### src/rtl/oldland_exception_ctrl.sv
// oldland_exception_ctrl
//
// Sequences exception and interrupt entry for the Oldland core. Fault
// pulses from fetch/memory are latched into a pending set. A qualified
// external interrupt starts a sequence but is never latched. The
// sequencer stalls and drains the pipeline, then picks the
// highest-priority event. It strobes the execute stage's save controls
// for one cycle and then redirects fetch to the matching vector or
// TLB-miss handler.
//
// Priority (high to low): data abort, DTLB miss, ITLB miss,
// illegal instruction, IRQ.
//
// Build option:
//   OLDLAND_TLB_MISS_EN - when defined, DTLB/ITLB misses are serviced.
//                         When undefined, the miss requests are
//                         ignored and exception_disable_mmu is tied
//                         low. The handler address ports remain.
//
// Ports:
//   clk, rst                   core clock, synchronous active-low reset
//   data_abort_req             data abort pulse
//   dtlb_miss_req              DTLB miss pulse
//   itlb_miss_req              ITLB miss pulse
//   illegal_instr_req          undefined opcode pulse
//   irq_req                    external interrupt level
//   irqs_enabled               PSR interrupt enable
//   irq_resume_pc              PC to resume after an interrupt
//   pipe_idle                  no loads/stores in flight
//   vector_base                CR0[31:6]
//   dtlb_miss_handler          CR5[31:2]
//   itlb_miss_handler          CR6[31:2]
//   stall                      freeze fetch/decode (DRAIN..REDIRECT)
//   pipeline_flush             kill younger instructions (first DRAIN cycle)
//   exception_start            ENTER strobe for faults
//   irq_start                  ENTER strobe for interrupts
//   exception_disable_irqs     ENTER strobe, clear PSR interrupt enable
//   exception_disable_mmu      ENTER strobe, disable MMU for TLB misses
//   exception_fault_address    value saved into CR3 on irq_start
//   redirect_valid             fetch redirect strobe (REDIRECT cycle)
//   redirect_pc                fetch redirect target
//   drain_timeout              sticky: a drain gave up waiting for pipe_idle
//
// State table:
//   state      | meaning
//   IDLE       | waiting for a pending or qualified event
//   DRAIN      | stall, flush on first cycle, wait for pipe_idle or timeout
//   ENTER      | strobe save/disable controls for the selected event
//   REDIRECT   | drive the fetch redirect, then return to IDLE

module oldland_exception_ctrl #(
  parameter int unsigned DRAIN_TIMEOUT = 15
) (
  input  logic        clk,
  input  logic        rst,
  input  logic        data_abort_req,
  input  logic        dtlb_miss_req,
  input  logic        itlb_miss_req,
  input  logic        illegal_instr_req,
  input  logic        irq_req,
  input  logic        irqs_enabled,
  input  logic [31:0] irq_resume_pc,
  input  logic        pipe_idle,
  input  logic [25:0] vector_base,
  input  logic [29:0] dtlb_miss_handler,
  input  logic [29:0] itlb_miss_handler,
  output logic        stall,
  output logic        pipeline_flush,
  output logic        exception_start,
  output logic        irq_start,
  output logic        exception_disable_irqs,
  output logic        exception_disable_mmu,
  output logic [31:0] exception_fault_address,
  output logic        redirect_valid,
  output logic [31:0] redirect_pc,
  output logic        drain_timeout
);

  localparam int unsigned CW = $clog2(DRAIN_TIMEOUT + 1);
  localparam logic [CW:0] TIMEOUT_VAL = (CW+1)'(DRAIN_TIMEOUT);

  // Bit positions in pending/winner; lower index is higher priority.
  localparam int EV_ABORT   = 0;
  localparam int EV_DTLB    = 1;
  localparam int EV_ITLB    = 2;
  localparam int EV_ILLEGAL = 3;
  localparam int EV_IRQ     = 4;

  typedef enum logic [1:0] {
    S_IDLE     = 2'd0,
    S_DRAIN    = 2'd1,
    S_ENTER    = 2'd2,
    S_REDIRECT = 2'd3
  } state_t;

  state_t state, state_next;

  // pending[3:0] hold latched fault pulses. pending[4] records that a
  // qualified IRQ started the current sequence. It lives only until the
  // winner is chosen; a level IRQ that loses is simply re-sampled later.
  logic [4:0]    pending;
  logic [4:0]    winner;
  logic [4:0]    winner_sel;
  logic [3:0]    req_set;
  logic [3:0]    pend_clr;
  logic [CW-1:0] drain_cnt;
  logic [CW:0]   drain_cnt_inc;
  logic [31:0]   irq_pc;
  logic          irq_qual;
  logic          timeout_hit;
  logic          idle_to_drain;
  logic          drain_to_enter;
  logic          mmu_strobe;

`ifdef OLDLAND_TLB_MISS_EN
  assign req_set = {illegal_instr_req, itlb_miss_req, dtlb_miss_req, data_abort_req};
  assign exception_disable_mmu = mmu_strobe;
`else
  assign req_set = {illegal_instr_req, 1'b0, 1'b0, data_abort_req};
  assign exception_disable_mmu = 1'b0;
  logic unused_tlb;
  assign unused_tlb = ^{dtlb_miss_req, itlb_miss_req, mmu_strobe};
`endif

  assign irq_qual = irq_req & irqs_enabled;

  // Isolate the lowest set bit: the highest-priority candidate.
  assign winner_sel = pending & (~pending + 5'd1);

  // drain_cnt holds the DRAIN cycles already spent, so the incremented
  // value is the count including the current cycle.
  assign drain_cnt_inc = {1'b0, drain_cnt} + (CW+1)'(1);
  assign timeout_hit   = (drain_cnt_inc >= TIMEOUT_VAL);

  assign idle_to_drain  = (state == S_IDLE)  && (state_next == S_DRAIN);
  assign drain_to_enter = (state == S_DRAIN) && (state_next == S_ENTER);

  // The winner's bit clears during ENTER. A pulse arriving in the same
  // cycle re-arms it.
  assign pend_clr = (state == S_ENTER) ? winner[3:0] : 4'b0000;

  always_ff @(posedge clk) begin
    if (!rst) begin
      state                   <= S_IDLE;
      pending                 <= 5'b00000;
      winner                  <= 5'b00000;
      drain_cnt               <= '0;
      irq_pc                  <= 32'h0;
      exception_fault_address <= 32'h0;
      drain_timeout           <= 1'b0;
    end else begin
      state        <= state_next;
      pending[3:0] <= (pending[3:0] & ~pend_clr) | req_set;

      if (idle_to_drain) begin
        pending[EV_IRQ] <= irq_qual;
        irq_pc          <= irq_resume_pc;
        drain_cnt       <= '0;
      end else if (state == S_DRAIN && ({1'b0, drain_cnt} < TIMEOUT_VAL)) begin
        drain_cnt <= drain_cnt_inc[CW-1:0];
      end

      if (drain_to_enter) begin
        pending[EV_IRQ] <= 1'b0;
        winner          <= winner_sel;
        if (winner_sel[EV_IRQ]) begin
          exception_fault_address <= irq_pc;
        end
        // Leaving DRAIN without pipe_idle means the timeout forced it.
        if (!pipe_idle) begin
          drain_timeout <= 1'b1;
        end
      end
    end
  end

  always_comb begin
    state_next             = state;
    stall                  = 1'b0;
    pipeline_flush         = 1'b0;
    exception_start        = 1'b0;
    irq_start              = 1'b0;
    exception_disable_irqs = 1'b0;
    mmu_strobe             = 1'b0;
    redirect_valid         = 1'b0;
    redirect_pc            = 32'h0;

    unique case (state)
      S_IDLE: begin
        if ((|pending[3:0]) || irq_qual) begin
          state_next = S_DRAIN;
        end
      end

      S_DRAIN: begin
        stall          = 1'b1;
        pipeline_flush = (drain_cnt == '0);
        if (pipe_idle || timeout_hit) begin
          state_next = S_ENTER;
        end
      end

      S_ENTER: begin
        stall = 1'b1;
        if (winner[EV_ABORT] || winner[EV_ILLEGAL]) begin
          exception_start        = 1'b1;
          exception_disable_irqs = 1'b1;
        end
        if (winner[EV_DTLB] || winner[EV_ITLB]) begin
          exception_start = 1'b1;
          mmu_strobe      = 1'b1;
        end
        if (winner[EV_IRQ]) begin
          irq_start              = 1'b1;
          exception_disable_irqs = 1'b1;
        end
        state_next = S_REDIRECT;
      end

      S_REDIRECT: begin
        stall          = 1'b1;
        redirect_valid = 1'b1;
        if (winner[EV_ABORT]) begin
          redirect_pc = {vector_base, 6'h14};
        end else if (winner[EV_DTLB]) begin
          redirect_pc = {dtlb_miss_handler, 2'b00};
        end else if (winner[EV_ITLB]) begin
          redirect_pc = {itlb_miss_handler, 2'b00};
        end else if (winner[EV_ILLEGAL]) begin
          redirect_pc = {vector_base, 6'h04};
        end else if (winner[EV_IRQ]) begin
          redirect_pc = {vector_base, 6'h0c};
        end
        state_next = S_IDLE;
      end

      default: state_next = S_IDLE;
    endcase
  end

endmodule

### config.mk
export PLATFORM = sky130hd
export DESIGN_NAME = oldland_exception_ctrl
export DESIGN_NICKNAME = d
export VERILOG_FILES = /design/src/rtl/oldland_exception_ctrl.sv
export SDC_FILE = /design/constraint.sdc
export NUM_CORES = 1
export LEC_CHECK = 0
export BUFFER_PORTS_ARGS = -buffer_cell sky130_fd_sc_hd__buf_2
export CORE_MARGIN = 2
export CORE_UTILIZATION = 43
export CTS_CLUSTER_DIAMETER = 50
export DETAILED_ROUTE_END_ITERATION = 7
export PLACE_DENSITY_LB_ADDON = 0.3
export SKIP_CTS_REPAIR_TIMING = 1
export SLEW_MARGIN = 10
export SYNTH_ARGS = -nofsm -noshare
export SYNTH_HDL_FRONTEND = slang
export SYNTH_SLANG_ARGS = --single-unit
### constraint.sdc
create_clock -name clk -period 3.6 [get_ports clk]
set_clock_uncertainty 0.15 [all_clocks]
set_input_delay 0.18 -clock clk [delete_from_list [all_inputs] [get_ports clk]]
set_output_delay 0.18 -clock clk [all_outputs]
set_load 0.01 [all_outputs]
* After elaboration in Yosys (flattened, before gate mapping)
Cells that the tools add are included.
** Operators by class
- Reduce and logical (&&, ||, !) cells :: 15
- Bitwise logic cells :: 8
- Order comparisons :: 2
- Multiplexer cells :: 20
- Equality and inequality tests :: 5
- $add $sub $neg :: 2
** Operators by type and width (number)
- $mux W32 :: 6
- $mux W1 :: 10
- $pmux W2 S4 :: 1
- $eq A2 B2 Y1 const B :: 3
- $add A4 B1 Y5 const B :: 1
- $add A5 B1 Y5 const B :: 1
- $and A5 B5 Y5 :: 1
- $ge A5 B4 Y1 const B :: 1
- $not A5 Y5 :: 1
- $and A4 B4 Y4 :: 1
- $eq A2 B1 Y1 const B :: 2
- $logic_not A4 Y1 :: 1
- $logic_or A1 B1 Y1 :: 4
- $lt A4 B4 Y1 const B :: 1
- $mux W2 :: 2
- $mux W4 :: 1
- $not A4 Y4 :: 1
- $or A4 B4 Y4 :: 1
- $reduce_and A2 Y1 :: 2
- $reduce_or A2 Y1 :: 2
- $reduce_or A4 Y1 :: 1
- $logic_and A1 B1 Y1 :: 3
- $reduce_or A3 Y1 :: 1
- $logic_not A2 Y1 :: 1
- 2 further kinds :: 3
** Storage, ports and cells
- Register bits :: 81
- Output and inout bits :: 72
- Input bits :: 127

* Logic depth before layout (Yosys ltp)
- Word-level depth :: 8
- Gate-level depth with buffers :: 9
- Gate-level depth less buffers :: 7

* Worst setup path after synthesis
OpenSTA, ideal clock, no wires.
- Path type :: reg2reg
- Start point :: reg drain_cnt[0]
- End point :: reg exception_fault_address[0]
- Setup slack :: 1.384 ns
- Arrival time :: 1.994 ns
- Setup time :: 0.072 ns
- Buffers on the path :: 2
- Cell stages (with the launch flop) :: 10
- Cell sequence :: dfxtp_1 -> inv_1 -> ha_1 -> nor2b_1 -> o21ai_1 -> o31ai_4 -> and3_1 -> buf_6 -> buf_12 -> mux2i_1
** On the way
- Cells in the longest elaborated chain, start to end :: 8
** Ends and longest elaborated chain
- start, declared :: RTL line 106 : logic [CW-1:0] drain_cnt;
- start signal, assigned :: RTL line 160 : drain_cnt <= drain_cnt_inc[CW-1:0];
- $add A4 B1 Y5 :: RTL line 132 : assign drain_cnt_inc = {1'b0, drain_cnt} + (CW+1)'(1);
- via drain_cnt_inc[0] :: RTL line 107 : logic [CW:0] drain_cnt_inc;
- $ge A5 B4 Y1 :: RTL line 133 : assign timeout_hit = (drain_cnt_inc >= TIMEOUT_VAL);
- $logic_or A1 B1 Y1 :: RTL line 198 : if (pipe_idle || timeout_hit) begin
- $mux W2 :: RTL line 198
- $pmux W2 S4 :: RTL line 188 : unique case (state)
- $eq A2 B2 Y1 :: RTL line 136 : assign drain_to_enter = (state == S_DRAIN) && (state_next == S_ENTER);
- $logic_and A1 B1 Y1 :: RTL line 136
- $reduce_and A2 Y1 (no line)
- end signal, assigned :: RTL line 167 : exception_fault_address <= irq_pc;
- end, declared :: RTL line 73 : output logic [31:0] exception_fault_address,
The timed path passes the listed nets, and every way through them passes these cells.
A chain may end at the register's enable or synchronous reset.

* Worst setup path after layout
- Start point :: reg winner[2]
- End point :: out redirect_pc[12]
** On the way
- Cells in the longest elaborated chain, start to end :: 4
** Ends and longest elaborated chain
- start, declared :: RTL line 102 : logic [4:0] winner;
- start signal, assigned :: RTL line 165 : winner <= winner_sel;
- $mux W32 :: RTL line 227 : end else if (winner[EV_ITLB]) begin
- $mux W32 :: RTL line 225 : end else if (winner[EV_DTLB]) begin
- $mux W32 :: RTL line 223 : if (winner[EV_ABORT]) begin
- $mux W32 :: RTL line 188
- end, declared :: RTL line 75 : output logic [31:0] redirect_pc,
Every way passes these cells.

==> flow_summary.yaml <==
pwr:
  power.internal_mw: 1.48
  worst_ir_drop_vdd_mv: 0.259
  clkPwrFrac_pct: 37.6
  sw_pwr_mw: 0.502
  power.density_nw_per_um2: 364
  power.combinational.fraction_pct: 13.9
  fraction_of_power_spent_switching_nets_pct: 25.3
  seq_power_share_pct: 48.5
  power_leakage_nw: 2.34
synth:
  yosys_most_used_dff: "sky130_fd_sc_hd__dfxtp_1"
  synth-compound-area-share_pct: 21.3
  synth-adder-area-share_pct: 0.948
  post_synth_and_or_nand_nor_area_fraction_pct: 19.7
  synth.largest_area_cell: "sky130_fd_sc_hd__dfxtp_1"
  ys_ff_latch: 81
  ys_top_cells_by_count: "sky130_fd_sc_hd__nand2_1, sky130_fd_sc_hd__dfxtp_1, sky130_fd_sc_hd__mux2i_1"
  synth_top_cell_area_share_pct: 40.9
  muxShareOfSynthArea_pct: 9.10
  synth_seq_area_share_pct: 40.9
  synth_edf_count: 0
  yosys.area_share.xor_xnor_pct: 1.07
  synth_warnings: 0
  synth_most_common_cell: "sky130_fd_sc_hd__nand2_1"
  post_synth_num_cell_types: 47
  netlist_instances: 459
  dominant_combinational_cell_family_by_area_after_synthesis: "compound AO/OA/AOI/OAI gates"
  syn-mean-instance-area_um2: 8.63
  synthesis.area_um2: 3960
  synthTopCellsByArea: "sky130_fd_sc_hd__dfxtp_1, sky130_fd_sc_hd__nand2_1, sky130_fd_sc_hd__mux2i_1"
  asyncSetResetFlopFracSynth_pct: 0
clock_network:
  cts_max_level: 3
  ctsRootBufferMaster: "sky130_fd_sc_hd__clkbuf_8"
  clock_tree_from_tritoncts: "done"
  cts.clk_slew.worst_paths_ns: 0.08
  clkSinkCount: 81
  cts_inserted_buffers: 9
  clk_buf_depth: 2
  worst_skew_pair.late_latency_ns: 0.35
timing:
  min_period_over_period_pct: 76.1
  relative_slew_slack_pct: 23.7
  finalSetupTns_ns: 0
  rsz_0062_raised_after_global_routing: "no"
  layout_min_cycle_time_ns: 2.74
  fin_worst_hold_slack_ns: 0.0811
  hold_viol: 0
  slew_violations: 0
  setup-violations-final: 0
  tightest_slew_ns: 1.14
  fmax_ghz: 0.365
finish:
  layout.cells.non_filler: 784
  n_antenna_cell: 0
  final_nets: 798
  flow.area_growth_from_synthesis_pct: 37.6
  layout-drive-gt1-share_pct: 33.9
placed_design:
  gpl.final_weighted_congestion: 0.757
  dp_cells: 734
  port_buffers: 193
  place.detailed.hpwl_um: 7210
worst_setup_path:
  crit_path_max_fanout: 29
  worstPathRequired_ns: 3.27
  path_cells: "nor2b_2 -> a22oi_1 -> o2bb2ai_1 -> buf_2"
  regToRegStartpoint: "drain_cnt[0]"
  r2r-end: "exception_fault_address[27]"
  critical_path.endpoint_type: "primary output"
  timing.critical_path.arrival_ns: 2.41
  critical_path_class: "register to primary output"
  ff2ff_path_depth: 9
  critical-path-slowest-cell: "sky130_fd_sc_hd__nor2b_2"
  worst-r2r-setup-slack_ns: 0.94
  category_of_the_worst_setup_path_launch_point: "register"
  crit_path_max_incr_delay_ns: 0.96
worst_hold_path:
  worstHoldPathType: "primary input to register"
  worst_hold_path.endpoint: "drain_timeout"
  timing.hold.worst.start: "pipe_idle"
  whs_path_depth: 4
floorplanning:
  fp.dieArea_um2: 10000
  io_pins: 199
  core_area_um2: 9110
  die_h_um: 100
  row_count: 35
  initial_core_util_pct: 43.5
  die_width_um: 100
detailed_routing:
  detailroute.via_count: 3978
  route.antenna.remaining_nets: 0
  drt_iter0_drc: 128
  drtPass1Iterations: 4
  wire_per_inst_um: 13.9
  post-route-drc-count: 0
  drt-vias-per-instance: 5.07
  route.final.wire_length_um: 10900
global_routing:
  grt.total_usage_pct: 18.9
  global_route_wire_length_before_repair_um: 15500
  antenna_violations_before_repair: 0
  vias_in_the_first_global_route: 3341
  pin_count_of_the_biggest_net_entering_global_routing: 50
  grt.overflow.total: 0
flow_run:
  drv.max_cap_violation_count: 0
outcome:
  run_status: "finished, final reports clean"
## sequential cells by signal, summed over array words and instances, names as in the netlist
name / count
drain_cnt: 4
drain_timeout: 1
exception_fault_address: 32
irq_pc: 32
pending: 5
state: 2
winner: 5
## worst max-delay path by stage
stage | from | endpoint | slack [ns] | cells past startpoint
floorplan | drain_cnt[0] | exception_fault_address[0] | 1.38 | 9
global placement | drain_cnt[0] | exception_fault_address[30] | 1.05 | 9
detailed placement | drain_cnt[0] | exception_fault_address[5] | 0.95 | 9
CTS | winner[2] | redirect_pc[12] | 0.86 | 4
global route | winner[2] | redirect_pc[12] | 0.66 | 4
finish | winner[2] | redirect_pc[12] | 0.86 | 4
## kinds of logic after synthesis
logic type               count (synthesis)
other                                    1
AND/OR/NAND/NOR                        182
buffers and inverters                   43
AO/OA/AOI/OAI                          109
multiplexers                            36
XOR/XNOR                                 4
flip-flops                              81
adder cells (fa/ha/maj)                  3
## through the flow
stage          worst slack (ns)  total power [mW]  utilization [%]  instance area [um2]
6_report                  0.859              1.98             59.8                 5450
5_1_grt                   0.661              2.07             59.8                 5450
4_1_cts                   0.858              1.97             56.1                 5110
3_5_place_dp              0.955              1.22             53.6                 4880
3_3_place_gp               1.05              1.22             53.6                 4880
2_1_floorplan              1.38              1.12                -                 3970
## power groups by stage
stage | Sequential, mW | Clock [mW] | Combinational [mW]
floorplan | 0.977 | 0 | 0.144
global placement | 0.980 | 0 | 0.239
detailed placement | 0.982 | 0 | 0.243
CTS | 0.961 | 0.764 | 0.244
global route | 0.967 | 0.799 | 0.308
finish | 0.961 | 0.745 | 0.275
## cell usage in the layout (no fill, tap or decap), drive strengths merged, types with 3 or more instances in the layout
| cell | n |
|---|---|
| nor2 | 14 |
| conb | 3 |
| inv | 5 |
| nand3 | 3 |
| a21oi | 11 |
| dlygate4sd3 | 34 |
| o21ai | 3 |
| a21boi | 32 |
| nor3b | 3 |
| dfxtp | 81 |
| mux2i | 36 |
| clkbuf | 10 |
| buf | 201 |
| o2bb2ai | 26 |
| ha | 3 |
| a22oi | 28 |
| nand2 | 139 |
| nor2b | 11 |
## metal layers
| metal | up-vias | share of wire [%] | track usage, % |
|---|---|---|---|
| met5 | - | 0 | 0 |
| met4 | 0 | 1.8 | 6.11 |
| met3 | 19 | 5.6 | 3.55 |
| met2 | 135 | 51 | 34.3 |
| met1 | 1836 | 41 | 22.6 |
| li1 | 1988 | - | - |
## critical path: cells and delay by family, from the launching register on
kind,cells,cell delay (ns)
flops,1,0.45
compound gates,2,0.52
buf+inv,1,0.15
simple gates,1,0.96
## layout make-up
cell class	instances	area (um2)
multi-input combinational	337	2080
timing repair buffer	235	1370
fill	775	3660
tap	111	139
clock buffer	10	138
sequential	81	1620
clock inverter	6	88.8
inverter	4	15.0
(Power assumes the default switching activity.)
